File: config.mk
export PLATFORM = sky130hd
export DESIGN_NAME = rs232_receiver
export DESIGN_NICKNAME = d
export VERILOG_FILES = /design/src/rtl/rs232_receiver.sv
export SDC_FILE = /design/constraint.sdc
export NUM_CORES = 1
export LEC_CHECK = 0
export CAP_MARGIN = 20
export CORE_ASPECT_RATIO = 0.7
export CORE_MARGIN = 2
export CORE_UTILIZATION = 60
export DETAILED_ROUTE_END_ITERATION = 10
export DONT_BUFFER_PORTS = 1
export PLACE_DENSITY = 0.76
export SYNTH_ARGS = -nofsm -noshare
export SYNTH_HDL_FRONTEND = slang
export SYNTH_SLANG_ARGS = --single-unit
File: constraint.sdc
create_clock -name clk -period 4.38 [get_ports clk]
set_input_delay 0.657 -clock clk [delete_from_list [all_inputs] [get_ports clk]]
set_output_delay 0.657 -clock clk [all_outputs]
set_load 0.02 [all_outputs]
File: src/rtl/rs232_receiver.sv
// ============================================================================
// rs232_receiver : 8N1 UART receiver, mid-bit sampling, 2-flop rx synchroniser
// Optional macro RX_PARITY_EN adds a parity bit (8E1/8O1).       Rev 1.0
// ============================================================================
`default_nettype none

module rs232_receiver #(
    parameter int CLKS_PER_BIT = 16,
    parameter bit PARITY_ODD   = 1'b0
) (
    input  logic       clk,
    input  logic       rst,
    input  logic       rx,
    input  logic       rd,
    output logic [7:0] data,
    output logic       valid,
    output logic       data_ready,
    output logic       frame_err,
    output logic       parity_err,
    output logic       overrun,
    output logic       busy
);

    localparam logic [15:0] c_HALF_M1 = 16'(CLKS_PER_BIT / 2 - 1);
    localparam logic [15:0] c_BIT_M1  = 16'(CLKS_PER_BIT - 1);

    typedef enum logic [2:0] {
        S_IDLE   = 3'd0,
        S_START  = 3'd1,
        S_DATA   = 3'd2,
        S_PARITY = 3'd3,
        S_STOP   = 3'd4,
        S_BREAK  = 3'd5
    } state_t;

    state_t      r_state, w_state_n;
    logic [1:0]  r_sync;
    logic        w_rx_s;
    logic [15:0] r_cnt, w_cnt_n;
    logic [2:0]  r_idx, w_idx_n;
    logic [7:0]  r_shift, w_shift_n;
    logic        w_done;
`ifdef RX_PARITY_EN
    logic        r_par_bit, w_par_bit_n;
`endif

    assign w_rx_s = r_sync[1];

    always_comb begin
        w_state_n = r_state;
        w_cnt_n   = r_cnt;
        w_idx_n   = r_idx;
        w_shift_n = r_shift;
        w_done    = 1'b0;
`ifdef RX_PARITY_EN
        w_par_bit_n = r_par_bit;
`endif
        case (r_state)
            S_IDLE: begin
                if (!w_rx_s) begin
                    w_state_n = S_START;
                    w_cnt_n   = 16'd0;
                end
            end
            S_START: begin
                if (r_cnt == c_HALF_M1) begin
                    w_cnt_n = 16'd0;
                    // A start bit that is gone by mid-bit is line noise.
                    if (!w_rx_s) begin
                        w_state_n = S_DATA;
                        w_idx_n   = 3'd0;
                    end else begin
                        w_state_n = S_IDLE;
                    end
                end else begin
                    w_cnt_n = r_cnt + 16'd1;
                end
            end
            S_DATA: begin
                if (r_cnt == c_BIT_M1) begin
                    w_cnt_n            = 16'd0;
                    w_shift_n[r_idx]   = w_rx_s;
                    w_idx_n            = r_idx + 3'd1;
                    if (r_idx == 3'd7) begin
`ifdef RX_PARITY_EN
                        w_state_n = S_PARITY;
`else
                        w_state_n = S_STOP;
`endif
                    end
                end else begin
                    w_cnt_n = r_cnt + 16'd1;
                end
            end
`ifdef RX_PARITY_EN
            S_PARITY: begin
                if (r_cnt == c_BIT_M1) begin
                    w_cnt_n     = 16'd0;
                    w_par_bit_n = w_rx_s;
                    w_state_n   = S_STOP;
                end else begin
                    w_cnt_n = r_cnt + 16'd1;
                end
            end
`endif
            S_STOP: begin
                if (r_cnt == c_BIT_M1) begin
                    w_cnt_n   = 16'd0;
                    w_done    = 1'b1;
                    // Completing at mid-stop lets a zero-gap next start bit be caught.
                    w_state_n = w_rx_s ? S_IDLE : S_BREAK;
                end else begin
                    w_cnt_n = r_cnt + 16'd1;
                end
            end
            S_BREAK: begin
                if (w_rx_s) begin
                    w_state_n = S_IDLE;
                end
            end
            default: begin
                w_state_n = S_IDLE;
            end
        endcase
    end

    always_ff @(posedge clk or negedge rst) begin
        if (!rst) begin
            r_sync     <= 2'b11;
            r_state    <= S_IDLE;
            r_cnt      <= 16'd0;
            r_idx      <= 3'd0;
            r_shift    <= 8'd0;
            busy       <= 1'b0;
            data       <= 8'd0;
            valid      <= 1'b0;
            data_ready <= 1'b0;
            frame_err  <= 1'b0;
            overrun    <= 1'b0;
        end else begin
            r_sync  <= {r_sync[0], rx};
            r_state <= w_state_n;
            r_cnt   <= w_cnt_n;
            r_idx   <= w_idx_n;
            r_shift <= w_shift_n;
            busy    <= (w_state_n != S_IDLE);
            valid   <= w_done;
            if (w_done) begin
                // Completion beats a simultaneous rd; overrun sees pre-edge data_ready.
                data       <= r_shift;
                data_ready <= 1'b1;
                frame_err  <= ~w_rx_s;
                overrun    <= data_ready | (overrun & ~rd);
            end else if (rd) begin
                data_ready <= 1'b0;
                overrun    <= 1'b0;
            end
        end
    end

`ifdef RX_PARITY_EN
    always_ff @(posedge clk or negedge rst) begin
        if (!rst) begin
            r_par_bit  <= 1'b0;
            parity_err <= 1'b0;
        end else begin
            r_par_bit <= w_par_bit_n;
            if (w_done) begin
                parity_err <= (^r_shift) ^ r_par_bit ^ PARITY_ODD;
            end
        end
    end
`else
    logic w_unused_parity_odd;
    assign w_unused_parity_odd = PARITY_ODD;
    assign parity_err          = 1'b0;
`endif

endmodule

`default_nettype wire

# Word level (Yosys, flattened, before mapping)
# Index checks and enable logic that the tools add are counted.
[totals] output_inout_bits=14 register_bits=45
[op_classes] order_cmp=2 n_eq_ne=11 n_addsub=2 muxes=25 bitwise_logic=4 n_reduce_logical=10
[ops] op="two-way mux 16 bit" count=3
[ops] op="case mux 16 bit (3 select lines)" count=1
[ops] op="two-way mux 3 bit" count=10
[ops] op="adder 16 x 1 -> 16 bit, second input constant" count=1
[ops] op="equality test 16 x 3 -> 1 bit, second input constant" count=1
[ops] op="equality test 16 x 4 -> 1 bit, second input constant" count=1
[ops] op="case mux 3 bit (5 select lines)" count=1
[ops] op="equality test 3 bit, second input constant" count=3
[ops] op="bitwise mux 8 bit" count=1
[ops] op="!= test 2 bit, second input constant" count=4
[ops] op="two-way mux 1 bit" count=6
[ops] op="case mux 3 bit (2 select lines)" count=1
[ops] op="nonzero test 3 bit" count=2
[ops] op="< comparator 3 x 4 -> 1 bit, second input constant" count=1
[ops] op="AND reduction 2 bit" count=2
[ops] op="AND reduction 4 bit" count=1
[ops] op="nonzero test 2 bit" count=2
[ops] op="adder 3 x 1 -> 3 bit, second input constant" count=1
[ops] op="demux 1 bit (select 3 bit)" count=1
[ops] op="equality test 3 x 1 -> 1 bit, second input constant" count=1
[ops] op="equality test 3 x 2 -> 1 bit, second input constant" count=1
[ops] op="greater-or-equal comparator 3 x 1 -> 1 bit, second input constant" count=1
[ops] op="logical NOT 3 bit" count=1
[ops] op="two-way mux 2 bit" count=1
[ops] op="other kinds (5)" count=6

# Logic depth before layout (Yosys ltp)
# Gate-level depths: netlist of run 1.
[depth] word_depth=5 ltp_mapped=6 ltp_nobuf=6

# Least setup slack after synthesis of run 1
# No wires, ideal clock.
[synth_path] path_kind="reg-to-reg" from="register r_cnt[0]" to="register r_shift[6]" stages_incl_launch_ff=7 slack_ns=2.284 required_ns=4.255 synth_period_minus_slack_ns=2.096 t_arrival_ns=1.971 path_cell_list="dfrtp_1 > ha_1 > or3b_1 > nor4_2 > nand4_1 > nor3b_1 > mux2_2"
[synth_via] elab_chain_len=2
[synth_rtl] item="start: declaration" line_no="39" source="logic [15:0] r_cnt, w_cnt_n;"
[synth_rtl] item="start signal: assignment" line_no="143" source="r_cnt <= w_cnt_n;"
[synth_rtl] item="equality test 16 x 4 -> 1 bit" line_no="80" source="if (r_cnt == c_BIT_M1) begin"
[synth_rtl] item="AND reduction 2 bit (no source line)"
[synth_rtl] item="end signal: assignment" line_no="145" source="r_shift <= w_shift_n;"
[synth_rtl] item="end: declaration" line_no="41" source="logic [7:0] r_shift, w_shift_n;"
# No other way between the ends.
# A chain may end at the register's enable or synchronous reset.

# Final worst setup path of run 1
[layout_path] from="register r_cnt[12]" to="register data[0]"
[layout_via] elab_chain_len=3
[layout_rtl] item="equality test 16 x 4 -> 1 bit" line_no="107" source="if (r_cnt == c_BIT_M1) begin"
[layout_rtl] item="two-way mux 1 bit" line_no="107"
[layout_rtl] item="two-way mux 1 bit" line_no="58" source="case (r_state)"
[layout_rtl] item="end signal: assignment" line_no="150" source="data <= r_shift;"
[layout_rtl] item="end: declaration" line_no="15" source="output logic [7:0] data,"
# No other way between the ends.

==> out/qor.txt, run 1 <==
Status = complete, no violations
Xor/xnor share of the synthesized area = 2.24%
Antenna-violating nets left = 0
Post-synthesis sequential area ratio = 48.1%
Yosys top cell area share = 45.8%
Fillers = 282
Die Ht = 56.3 um
Rows = 18
Worst-path fanout max = 12
Synth Area in Compound Gates = 8.42%
Worst path top cell family by delay = simple AND/OR/NAND/NOR gates
Synth area leader = dfrtp_1
Min Tclk post-route = 2550 ps
Nets@finish = 233
Critical Setup Path Class = flop to flop
CP Launch Type = flop
Synth Area in Simple Gates = 25.8%
CP Capture Type = flop
Pwr Total = 1110 uW
Crit-path cells = nor4_1 > nand4_1 > nor3_2 > mux2_2
CTS tree = done
Number of gates resized after cts = 0
1st-iter DRT viols = 112
Initial antenna violation count = 0
Static Leak = 0.00111 uW
WL final = 4700 um
Register area = 1130 sq um
Max_slew headroom = 41.5%
Port bufs = 0
FFs w/ async S/R, synth = 100%
Initial core utilization = 64.8%
Peak VDD IR = 0.290 mV
Pin count of the biggest net entering global routing = 46
Total gr overflow = 0
CTS Sinks = 45
Fin crit share = 58.2%
Root Buffer = clkbuf_8
First-pass GRT wire length = 8090 um
MaxCap Viol Count = 0
Most instantiated cells after synthesis = 43 x dfrtp_1, 22 x nand2_1, 19 x mux2_2
Worst-path clk slew = 80 ps
Total GRT Usage = 23.8%
Fin Setup TNS = 0 ps
# H-tree levels = 2
Hold Path Class = input pin to async pin
Worst EP required = 4560 ps
Crit path DAT = 2730 ps
Top cells by area, synth = dfrtp_1 46%, mux2_2 9.1%, nand2_1 3.5%
Worst path buffer plus inverter count = 0
Vias in the first global route = 1684
Number of synthesized flops with an enable pin = 0
Die W = 78.8 um
DR WL/cell = 17.0 um
Area growth syn-to-layout = 4.85%
Inserted Clock Buffers = 5
Worst Max-Slew Pin Slew = 873 ps
Top-count cell post-synth = dfrtp_1
Hold buffer count at cts = 0
Final core occ = 67.9%
Setup Fix Bufs, Post-CTS = 0
Final setup violation count = 0
Layout cells sized above 1 = 15.0%
Largest stage delay, worst path = 740 ps
PD cells = 453 nW/um^2
DR vias/cell = 6.18
HPWL reported at the end of detailed placement = 3320 um
Worst Skew = 4.01 ps
Io pins = 18
Syn Nets = 239
Avg Cell Area, Syn = 10.1 sq um
Mapped Area = 2350 sq um
Slowest CP cell = nor3_2
Synth warn = 0
Worst skew pair latency = 290 ps
Multiplexer share of the synthesized area = 9.96%
Fraction of the mapped netlist area in adder cells = 1.60%
Placed cells = 269
Synth unique cells = 48
Gpl congestion = 0.856
TritonRoute pass-1 iters = 4
Bufs on Longest Clock Path = 2
Die Area = 4440 sq um
Vias post-DR = 1712
Final std cells w/o fill = 277
RSZ-0062 raised after global routing = no
Synth Flop Type = dfrtp_1
Final Hold Fails = 0
Drt drc = 0
Yosys reg bits = 45
Largest family of logic cells by synthesized area = simple AND/OR/NAND/NOR gates
Fmax = 392 MHz
Slew Viols, Final = 0
Antenna diode count = 0
Synth Instances = 232
Core area = 3630 sq um
Multi-input logic area = 1130 sq um
[power by group]
group | internal [uW] | switching (uW)
Combinational | 114 | 151
Sequential | 450 | 79.9
Clock | 186 | 133
Total | 751 | 364
[area by class of cell]
cell class | count | area share (%)
clock buffers | 7 | 3.51
flip-flops and latches | 45 | 45.8
multi-input cells | 168 | 46.0
inverters | 6 | 0.915
well taps | 50 | 2.54
clock inverters | 1 | 1.22
[per-layer routing]
layer | vias up | track usage [%] | part of all wire, %
li1 | 817 | - | -
met1 | 829 | 34.4 | 48
met2 | 57 | 34.3 | 44
met3 | 9 | 6.91 | 6.2
met4 | 0 | 8.02 | 1.3
met5 | - | 0 | 0
[placed cells by master, fill, tap and decap left out, types with 2 or more instances in the layout]
cell       n
nor4_1     3
nor3_1    11
a31oi_1    3
o21ai_0    7
mux2_2    19
inv_1      6
ha_1       3
or2_2      2
and3_1     6
nor2_1    12
mux2i_1    2
or4b_1     2
a21o_1     3
nand2b_1   3
dfstp_2    2
nor2b_1    4
nand4_1    6
nand3b_1   5
or3_1      2
a21oi_1    8
xnor2_1    6
or3b_1     2
nor3b_1    6
nand2_1   22
clkbuf_8   6
nand3_1    9
dfrtp_1   43
o31ai_1    4
[final timing paths]
check,start,end,slack (ps),depth (start not counted)
setup / recovery,r_cnt[12]$_DFFE_PN0P_,data[0]$_DFFE_PN0P_,1830,4
hold / removal,rst,r_cnt[3]$_DFFE_PN0P_,50,0
setup reg to reg,r_cnt[12]$_DFFE_PN0P_,data[0]$_DFFE_PN0P_,1830,4
hold reg to reg,r_sync[0]$_DFF_PN1_,r_sync[1]$_DFF_PN1_,370,0
max in group asynchronous,rst,r_sync[1]$_DFF_PN1_,4160,0
min in group clk,rx,r_sync[0]$_DFF_PN1_,350,0
[stage by stage]
step                      setup slack, ps  area (sq um)  hold slack (ps)
after global routing                 1570          2460             22.8
after floorplan                      2280          2350              345
after global placement               1960          2350              347
final                                1830          2460             49.8
after CTS                            1830          2460             41.4
after detailed placement             1820          2350              358
[state kept, by name, summed over array words and instances (netlist names), 2 cells and up]
name / flops
data: 8
r_cnt: 16
r_state: 3
r_shift: 8
r_idx: 3
r_sync: 2
[cells by family (layout without fill, tap and decap cells)]
group                    after synthesis  in the layout
buffers and inverters                 19             14
multiplexers                          21             21
other                                  1              1
AND/OR/NAND/NOR                      106            106
XOR/XNOR                               6              6
adder cells (fa/ha/maj)                3              3
flip-flops                            45             45
AO/OA/AOI/OAI                         31             31
Note: power is estimated with default switching activity, not from simulation.
==> run 2: changes to the inputs <==
==> constraint.sdc (replaced) <==
create_clock -name clk -period 2.35 [get_ports clk]
set_input_delay 0.3525 -clock clk [delete_from_list [all_inputs] [get_ports clk]]
set_output_delay 0.3525 -clock clk [all_outputs]
set_load 0.02 [all_outputs]
==> run 2 against run 1 <==
Largest power group unchanged. First-iteration DRC count rose by 46%. Highest routed layer unchanged. Maximum frequency is 14% higher. Global-route usage rose by 0.22 points. Clock skew rose by 5.1 ps. Die area unchanged. Clock power up 88%.
==> out/qor.txt, run 2 (synthesis gave the netlist of run 1 again) <==
CTS tree = done
Area growth syn-to-layout = 8.47%
Final setup violation count = 0
Static Leak = 0.00115 uW
WL final = 4810 um
Min Tclk post-route = 2230 ps
Placed inst area = 2380 sq um
Largest regs = r_cnt (16), data (8), r_shift (8)
Rows = 18
CTS Sinks = 45
Placed cells = 273
Worst Skew = 9.12 ps
Initial core utilization = 64.8%
Pre-CTS setup slack = 118 ps
Slew Viols, Final = 0
TritonRoute pass-1 iters = 4
Psw = 748 uW
Fmax = 449 MHz
Largest Register = r_cnt
PD cells = 848 nW/um^2
Fin crit share = 94.9%
Hold Path Class = input pin to flop
Worst skew pair latency = 310 ps
DR vias/cell = 6.32
MaxCap Viol Count = 0
Setup Fix Bufs, Post-CTS = 0
Met1 WL = 2330 um
Io pins = 18
Worst EP required = 2540 ps
Core area = 3630 sq um
# H-tree levels = 2
RSZ-0062 raised after global routing = no
Met2 wire len = 2130 um
Max_slew headroom = 66.2%
Worst-path clk slew = 90 ps
Bufs on Longest Clock Path = 2
Gpl congestion = 0.804
Max reg flops = 16
DR top layer = met4
Inserted Clock Buffers = 5
Drt drc = 0
1st-iter DRT viols = 164
Worst-path fanout max = 12
Pin count of the biggest net entering global routing = 46
Crit path DAT = 2420 ps
Peak VDD IR = 0.745 mV
Most frequent cells in the layout = 43 x dfrtp_1, 22 x nand2_1, 19 x mux2_2
Final std cells w/o fill = 283
CP Launch Type = flop
Vias post-DR = 1788
Vias in the first global route = 1712
Total GRT Usage = 24.0%
Int Pwr = 1410 uW
Fin Setup TNS = 0 ps
Worst Max-Slew Pin Slew = 507 ps
Port bufs = 0
Die Area = 4440 sq um
Root Buffer = clkbuf_8
Die W = 78.8 um
Initial antenna violation count = 0
Total gr overflow = 0
HPWL reported at the end of detailed placement = 3310 um
CP Capture Type = flop
Layout cells sized above 1 = 18.5%
Nets@finish = 239
Die Ht = 56.3 um
Sequential Power Share = 46.0%
Final Hold Fails = 0
Commonest non-fill, non-tap cell in the layout = dfrtp_1
Gate power share = 26.3%
Final Cell Area = 2550 sq um
Final Worst Setup Slack = 121 ps
Switching share of power = 34.6%
First-pass GRT wire length = 8130 um
Critical Setup Path Class = flop to flop
Wire length on met3 = 284 um
Status = complete, no violations
DR WL/cell = 17.0 um
Antenna diode count = 0
Clk pwr share = 27.7%
Antenna-violating nets left = 0
## run 2: power groups by stage
stage / Sequential [uW] / Combinational (uW) / Clock [uW]
after floorplan: 910 / 456 / 0
after global placement: 986 / 498 / 0
after detailed placement: 1000 / 524 / 0
after CTS: 984 / 551 / 608
after global routing: 1010 / 628 / 639
final: 993 / 567 / 599
## run 2: metal layers
layer,track usage (%),up-vias
li1,-,836
met1,33.3,894
met2,35.9,49
met3,6.27,9
met4,10.0,0
met5,0,-
## run 2: through the flow
step | util (%) | power, uW | hold slack (ps)
final | 70.3 | 2160 | 35.4
after global routing | 70.3 | 2280 | 25.4
after CTS | 69.7 | 2140 | 32.7
after detailed placement | 65.5 | 1520 | 57.6
after global placement | 65.5 | 1480 | 57.9
after floorplan | - | 1370 | 56.9
## run 2: layout make-up
type	instances	area, sq um
well taps	50	62.6
flip-flops and latches	45	1130
clock buffers	5	68.8
inverters	6	22.5
fillers	266	1080
multi-input cells	168	1150
clock inverters	3	46.3
repair buffers	6	67.6
## run 2: final timing paths
path                                            from                      to  slack [ps]  depth (start not counted)
worst max-delay path            r_cnt[0]$_DFFE_PN0P_     data[5]$_DFFE_PN0P_         120                          7
worst min-delay path                              rx     r_sync[0]$_DFF_PN1_          40                          0
worst max register to register  r_cnt[0]$_DFFE_PN0P_     data[5]$_DFFE_PN0P_         120                          7
worst min register to register   r_sync[0]$_DFF_PN1_     r_sync[1]$_DFF_PN1_         360                          0
max in group asynchronous                        rst     r_sync[1]$_DFF_PN1_        1530                          2
min in group asynchronous                        rst  r_shift[6]$_DFFE_PN0P_         560                          2
## run 2: critical path: stages (launching register included)
cell	delay, ps
dfrtp_1	430
ha_1	180
buf_4	130
nor3b_1	290
nand4_1	300
nor3_2	190
buf_4	230
mux2_2	360
## run 2: repair_timing
item,in CTS,in global routing
resized for setup,0,3
hold buffers,2,0
endpoints found under the hold margin,45,0
endpoints found under the setup margin,0,10
